--- config.mk ---
export PLATFORM = sky130hd
export DESIGN_NAME = nibble_serial_adder_ctrl
export DESIGN_NICKNAME = d
export VERILOG_FILES = /design/src/rtl/alu_pkg.sv /design/src/rtl/nibble_serial_adder_ctrl_cla.sv /design/src/rtl/nibble_serial_adder_ctrl.sv
export SDC_FILE = /design/constraint.sdc
export NUM_CORES = 1
export LEC_CHECK = 0
export ABC_AREA = 1
export CORE_UTILIZATION = 50
export DETAILED_ROUTE_END_ITERATION = 8
export GPL_ROUTABILITY_DRIVEN = 0
export PLACE_DENSITY = 0.79
export RECOVER_POWER = 50
export SYNTH_ARGS = -nofsm -noshare
export SYNTH_HDL_FRONTEND = slang
export SYNTH_SLANG_ARGS = --single-unit
export TNS_END_PERCENT = 1
--- constraint.sdc ---
create_clock -name clk -period 3.2 [get_ports clk]
set_clock_uncertainty 0.05 [all_clocks]
set_input_delay 0.32 -clock clk [delete_from_list [all_inputs] [get_ports clk]]
set_output_delay 0.32 -clock clk [all_outputs]
set_load 0.1 [all_outputs]
--- src/rtl/alu_pkg.sv ---
// Shared types and helpers for the nibble-serial adder sequencer.
package alu_pkg;

  typedef enum logic [1:0] {IDLE, RUN, DONE} nsa_state_t;

  localparam int NIBBLE_W = 4;

  // Number of 4-bit slices needed to cover an operand of the given width.
  function automatic int nib_count(input int width);
    return width / NIBBLE_W;
  endfunction

endpackage

--- src/rtl/nibble_serial_adder_ctrl_cla.sv ---
// 4-bit carry-lookahead adder cell shared by the serial sequencer.
module _4bit_cla (
  input  logic [3:0] a,
  input  logic [3:0] b,
  input  logic       c_in,
  output logic [3:0] s,
  output logic       c_out
);

  logic [3:0] g;
  logic [3:0] p;
  logic [3:0] c;

  // Generate/propagate terms and flattened lookahead carries.
  always_comb begin
    g     = a & b;
    p     = a ^ b;
    c[0]  = c_in;
    c[1]  = g[0] | (p[0] & c_in);
    c[2]  = g[1] | (p[1] & g[0]) | (p[1] & p[0] & c_in);
    c[3]  = g[2] | (p[2] & g[1]) | (p[2] & p[1] & g[0]) | (p[2] & p[1] & p[0] & c_in);
    c_out = g[3] | (p[3] & g[2]) | (p[3] & p[2] & g[1]) | (p[3] & p[2] & p[1] & g[0])
          | (p[3] & p[2] & p[1] & p[0] & c_in);
    s     = p ^ c;
  end

endmodule

--- src/rtl/nibble_serial_adder_ctrl.sv ---
// WIDTH-bit add/subtract performed one nibble per cycle through a single
// 4-bit CLA cell, with valid/ready handshakes on the request and result sides.
module nibble_serial_adder_ctrl
  import alu_pkg::*;
#(
  parameter int WIDTH = 16
) (
  input  logic             clk,
  input  logic             rst,
  input  logic             in_valid,
  output logic             in_ready,
  input  logic [WIDTH-1:0] a,
  input  logic [WIDTH-1:0] b,
  input  logic             sub,
  output logic             out_valid,
  input  logic             out_ready,
  output logic [WIDTH-1:0] sum,
  output logic             c_out,
  output logic             ovf
);

  localparam int NIB   = nib_count(WIDTH);
  localparam int IDX_W = (NIB > 1) ? $clog2(NIB) : 1;

  if ((WIDTH % NIBBLE_W) != 0 || WIDTH < 8) begin : g_bad_width
    $error("nibble_serial_adder_ctrl: WIDTH must be a multiple of 4 and at least 8");
  end

  nsa_state_t state;
  nsa_state_t state_next;

  logic [WIDTH-1:0]    a_reg;
  logic [WIDTH-1:0]    b_reg;      // B, already inverted for subtract
  logic                carry;      // seeded with sub so subtract gets its +1
  logic [IDX_W-1:0]    idx;
  logic                last;
  logic [NIBBLE_W-1:0] cell_s;
  logic                cell_c;

  assign last = (idx == IDX_W'(NIB - 1));

  _4bit_cla u_cla (
    .a     (a_reg[NIBBLE_W*idx +: NIBBLE_W]),
    .b     (b_reg[NIBBLE_W*idx +: NIBBLE_W]),
    .c_in  (carry),
    .s     (cell_s),
    .c_out (cell_c)
  );

  // State register.
  always_ff @(posedge clk) begin
    if (rst) state <= IDLE;
    else     state <= state_next;
  end

  // Next-state and handshake outputs; DONE never accepts, even on its hand-off cycle.
  always_comb begin
    state_next = state;
    in_ready   = 1'b0;
    out_valid  = 1'b0;
    case (state)
      IDLE: begin
        in_ready = 1'b1;
        if (in_valid) state_next = RUN;
      end
      RUN: begin
        if (last) state_next = DONE;
      end
      DONE: begin
        out_valid = 1'b1;
        if (out_ready) state_next = IDLE;
      end
      default: state_next = IDLE;
    endcase
  end

  // Operand capture, per-nibble result accumulation and final flags.
  always_ff @(posedge clk) begin
    if (rst) begin
      a_reg <= '0;
      b_reg <= '0;
      carry <= 1'b0;
      idx   <= '0;
      sum   <= '0;
      c_out <= 1'b0;
      ovf   <= 1'b0;
    end else begin
      case (state)
        IDLE: begin
          if (in_valid) begin
            a_reg <= a;
            b_reg <= sub ? ~b : b;
            carry <= sub;
            idx   <= '0;
          end
        end
        RUN: begin
          sum[NIBBLE_W*idx +: NIBBLE_W] <= cell_s;
          carry <= cell_c;
          if (last) begin
            c_out <= cell_c;
            ovf   <= (a_reg[WIDTH-1] == b_reg[WIDTH-1]) &&
                     (cell_s[NIBBLE_W-1] != a_reg[WIDTH-1]);
            idx   <= '0;
          end else begin
            idx <= idx + 1'b1;
          end
        end
        default: ;
      endcase
    end
  end

endmodule

==> results_dict.tcl, run 1 <==
set metrics [dict create \
    cts-resized-gates 0 \
    seq_area_um2 1100 \
    holdCritPathClass "reg2reg" \
    p_leak_nw 1.28 \
    num_rows 26 \
    multiInputGateArea_um2 1380 \
    clkTransAtPathRegs_ps 90 \
    path_cells "nor2_1, nand2_1, inv_1, nor2_1, nand2_1, a31oi_1" \
    grt_first_pass_wirelength_mm 9.89 \
    fin_crit_ps 2660 \
    h-tree-depth 2 \
    p_switching_mw 0.490 \
    fmax_mhz 376 \
    grt_pass1_vias 2296 \
    slew_violations 0 \
    path_delay_family "buffers and inverters" \
    nets 441 \
    finalCritPeriodShare 0.831 \
    synthTopCellsByArea "dfxtp_1 (41%), nor2_1 (11%), o21ai_0 (6.7%)" \
    die-area_um2 5660 \
    p_clk_frac 0.265 \
    p_seq_frac 0.482 \
    drtIter0Drc 103 \
    max_cap_violations 0 \
    viasPerCell 5.22 \
    pwr-share-comb 0.254 \
    p_sw_frac 0.313 \
    yosysWarnings 0 \
    grt_start_max_net_pins 49 \
    die_w_um 75.3 \
    final_util 0.644 \
    crit_required_ps 3340 \
    synth-seq-cells 55 \
    maxSlewHeadroom 0.0995 \
    powerDensity_nw_per_um2 474 \
    hpwlAfterDp_mm 4.23 \
    post-cts-setup-buffers 0 \
    n_fill_cell 501 \
    synth_sequential_area_ratio 0.410 \
    wire_per_inst_um 12.6 \
    wl_mm 5.86 \
    setup_viol 0 \
    hold_viol 0 \
    clockBufferDepth 2 \
    arrival_ps 2800 \
    tns_ps 0 \
    p_int_mw 1.08 \
    grt_overflow 0 \
    critPathSlowestCell "inv_1" \
    n_antenna_cell 0 \
    tightest_slew_ps 1350 \
    path_class "reg2reg" \
    clock-sinks 55 \
    yosys.area.top_type_share 0.410 \
    portBuffers 56 \
    ios 57 \
    syn_avg_cell_area_um2 7.71 \
    synthFlopType "dfxtp_1" \
    initial_core_util 0.522 \
    irDropWorstVdd_v 0.000251 \
    core-area_um2 5140 \
    worstPathMaxFanout 48 \
    clock-root-buffer "clkbuf_8" \
    synthCells 348 \
    synth_edf_count 0 \
    dr_total_vias 2422 \
    path_buf_inv 1 \
    status "finished, final reports clean" \
    antenna_found_initial 0 \
    yosysUniqueCellTypes 32 \
    slowest_delay_ps 1130 \
    cts_tree "done" \
    clkLatencyLatePin_ps 310 \
    firstDrtPassIters 4 \
    drc 0 \
    antenna_left 0 \
    cp-start-kind "register" \
    rsz0062_at_grt "no" \
    hold_buffers 0 \
    die_h_um 75.3 \
    syn-cell-area_um2 2680 \
    endpoint_kind "register" \
    globalRouteTotalUtil 0.231 \
    drive_gt1_frac 0.0431 \
    area_growth_pct 23.3 \
    synth.net_count 396 \
    synth_top_cell_by_area "dfxtp_1" \
    synthArstFlopShare 0 \
    cts-buffers-inserted 5 \
]
[cell families after synthesis]
kind of cell             after synthesis  share of synthesized area
AO/OA/AOI/OAI                         84                      0.189
AND/OR/NAND/NOR                      141                      0.223
buffers and inverters                 40                     0.0681
adder cells (fa/ha/maj)               11                     0.0541
flip-flops                            55                      0.410
XOR/XNOR                              17                     0.0555
[power by group through the flow]
| stage | Clock (mW) | Sequential [mW] | Combinational, mW |
|---|---|---|---|
| after floorplan | 0 | 0.796 | 0.262 |
| after global placement | 0 | 0.770 | 0.384 |
| after detailed placement | 0 | 0.771 | 0.399 |
| after CTS | 0.419 | 0.755 | 0.402 |
| after global routing | 0.443 | 0.761 | 0.445 |
| final | 0.415 | 0.755 | 0.398 |
[through the flow]
stage | hold slack, ps | total power [mW] | setup slack, ps | std cells | instance area, µm²
6_report | 419 | 1.57 | 539 | 464 | 3310
3_5_place_dp | 406 | 1.17 | 638 | 456 | 3230
4_1_cts | 420 | 1.58 | 598 | 464 | 3330
5_1_grt | 437 | 1.65 | 244 | 464 | 3310
3_3_place_gp | 402 | 1.15 | 729 | 456 | 3230
2_1_floorplan | 399 | 1.06 | 1010 | 348 | 2680
[routing by layer]
layer | wire length, µm | vias up | global-route usage | part of all wire
met4 | 143 | 0 | 0.113 | 0.024
met3 | 247 | 13 | 0.0361 | 0.042
met2 | 2900 | 63 | 0.417 | 0.49
met5 | 0 | - | 0 | 0
met1 | 2570 | 1108 | 0.265 | 0.44
li1 | - | 1238 | - | -
[path summary, 6_finish.rpt]
kind                               start     end  slack (ps)  cells after the start
worst min register to register    sum[1]  sum[1]         420                      2
worst min-delay path              sum[1]  sum[1]         420                      2
worst max-delay path            state[1]   carry         540                      6
worst max register to register  state[1]   carry         540                      6
[final cells by class]
class,instances,area share
clock buffer,8,0.0302
inverter,20,0.0227
multi-input combinational,253,0.418
sequential,55,0.333
tap,70,0.0265
timing repair buffer,58,0.170
[worst reg2reg max path: cells and delay by family (launching register included)]
family                 cells  cell delay, ps
flip-flops                 1             390
AO/OA/AOI/OAI              1              80
AND/OR/NAND/NOR            4             880
buffers and inverters      1            1130
[synthesized netlist by cell type, types with 3 or more instances]
cell type and n:
nand2_1 45, a211oi_1 11, nor2_1 76, dfxtp_1 55, ha_1 10, xnor2_1 15, a22oi_1 3, buf_2 4
clkbuf_1 10, inv_1 18, nand3_1 10, o22ai_1 8, a211oi_2 4, a21oi_1 17, buf_4 3, o21ai_0 36
[cell usage in the layout, fill, tap and decap left out]
cell type	count
nor2_1	78
dfxtp_1	55
clkdlybuf4s50_1	52
nand2_1	46
o21ai_0	36
inv_1	19
a21oi_1	17
xnor2_1	15
a211oi_1	12
nand3_1	10
ha_1	10
o22ai_1	8
clkbuf_8	7
a211oi_2	3
a22oi_1	3
clkbuf_1	3
xor2_1	2
nand4_1	2
o21a_1	2
dlygate4sd3_1	2
buf_4	2
inv_2	1
nor2_8	1
a31oi_1	1
nor3_1	1
o211ai_1	1
nor2_2	1
nand2_2	1
nor4_4	1
o21bai_1	1
fa_1	1
Note: power is estimated with default switching activity, not from simulation.
==> inputs of run 2 (changes only) <==
CORE_UTILIZATION = 46   (was 50)
PLACE_DENSITY = 0.76   (was 0.79)
clock period = 2.3 ns   (was 3.2 ns; I/O delays follow)
==> results_dict.tcl, run 2 (synthesis gave the netlist of run 1 again) <==
set metrics [dict create \
    hpwlAfterDp_mm 4.24 \
    n_antenna_cell 0 \
    drc 0 \
    drtIter0Drc 111 \
    power_mw 2.23 \
    path_cells "clkinvlp_4, buf_6, buf_4, buf_4, o21ai_0, o22ai_1, ha_1, inv_1, nand3_2, nand3_2, nor2_4, nand2_1, a21oi_2" \
    final_util 0.605 \
    initial_core_util 0.481 \
    globalRouteTotalUtil 0.204 \
    maxSlewHeadroom 0.223 \
    clkTransAtPathRegs_ps 90 \
    tns_ps 0 \
    critPathSlowestCell "dfxtp_4" \
    holdCritPathClass "reg2reg" \
    antenna_found_initial 0 \
    slew_violations 0 \
    status "finished, final reports clean" \
    arrival_ps 2450 \
    area_growth_pct 25.7 \
    dr_total_vias 2443 \
    cp-start-kind "register" \
    path_buf_inv 5 \
    tightest_slew_ps 1170 \
    ios 57 \
    grt_first_pass_wirelength_mm 10.1 \
    firstDrtPassIters 4 \
    portBuffers 56 \
    clock-root-buffer "clkbuf_8" \
    setup_viol 0 \
    fin_crit_ps 2250 \
    nets 455 \
    path_class "reg2reg" \
    finalWorstSetupSlack_ps 49.7 \
    clkLatencyLatePin_ps 310 \
    wire_per_inst_um 12.3 \
    rsz0062_at_grt "yes" \
    pre_cts_slack_ps 37.9 \
    endpoint_kind "register" \
    fmax_mhz 444 \
    final_common_cell "nor2_1" \
    finalCritPeriodShare 0.978 \
    n_fill_cell 523 \
    die_w_um 78.4 \
    core-area_um2 5570 \
    viasPerCell 5.09 \
    dpl_cell_area_um2 3240 \
    clock-sinks 55 \
    slowest_delay_ps 380 \
    path_delay_family "buffers and inverters" \
    cts_tree "done" \
    h-tree-depth 2 \
    wl_mm 5.92 \
    num_rows 27 \
    hold_viol 0 \
    antenna_left 0 \
    clockBufferDepth 2 \
    grt_start_max_net_pins 48 \
    seq_area_um2 1110 \
    crit_required_ps 2500 \
    multiInputGateArea_um2 1430 \
    stdcell_area_um2 3370 \
    die_h_um 78.4 \
    cts-buffers-inserted 5 \
    worstPathMaxFanout 8 \
    grt_pass1_vias 2315 \
    grt_overflow 0 \
    max_cap_violations 0 \
    irDropWorstVdd_v 0.000304 \
    die-area_um2 6140 \
    drive_gt1_frac 0.115 \
    final_cell_mix "nor2_1 (74), dfxtp_1 (53), nand2_1 (45)" \
    powerDensity_nw_per_um2 660 \
    p_leak_nw 1.31 \
]
run 2: changes by cell type in the layout (fill, tap and decap cells not counted), sizes merged:
| cell | delta |
|---|---|
| clkinvlp | +1 |
| dlygate4sd3 | -2 |
| clkdlybuf4s50 | -16 |
| inv | -2 |
| buf | +14 |
| clkbuf | +17 |
| clkinv | +2 |
run 2: final timing paths:
kind	start	to	slack, ps	cells after the start
worst min-delay path	sum[8]	sum[8]	420	2
worst max-delay path	idx[0]	sum[7]	50	13
worst min register to register	sum[8]	sum[8]	420	2
worst max register to register	idx[0]	sum[7]	50	13
run 2: layer usage:
| layer | vias up | global-route usage | wire (µm) |
|---|---|---|---|
| met5 | - | 0 | 0 |
| met4 | 0 | 0.0593 | 96 |
| met3 | 12 | 0.0430 | 252 |
| met2 | 62 | 0.344 | 2820 |
| met1 | 1105 | 0.262 | 2750 |
| li1 | 1264 | - | - |
run 2: tightest hold or removal path, cell delays in order, from the launching register on:
cell and delay (ps):
dfxtp_1 320, nand2_1 60, a21oi_1 50
run 2: per-stage QoR:
stage	hold WS, ps	std cells
CTS	422	471
finish	422	480
global placement	406	463
global route	449	480
floorplan	343	348
detailed placement	408	463
run 2: area by class of cell:
cell class / count / share of cell area
multi-input combinational: 253 / 0.424
sequential: 55 / 0.328
timing repair buffer: 72 / 0.170
tap: 72 / 0.0267
clock buffer: 7 / 0.0256
inverter: 20 / 0.0234
clock inverter: 1 / 0.00260
run 2: report_power, final:
part | total (mW) | leakage (nW) | internal [mW] | switching, mW
sequential | 1.05 | 0.453 | 1.01 | 0.0380
clock | 0.549 | 0.0484 | 0.247 | 0.301
combinational | 0.627 | 0.810 | 0.256 | 0.372
total | 2.23 | 1.31 | 1.52 | 0.711
run 2: repair_timing:
action | in CTS | in global routing
buffers inserted | 0 | 9
hold buffers | 0 | 0
endpoints found under the setup margin | 0 | 12
resized for setup | 0 | 18
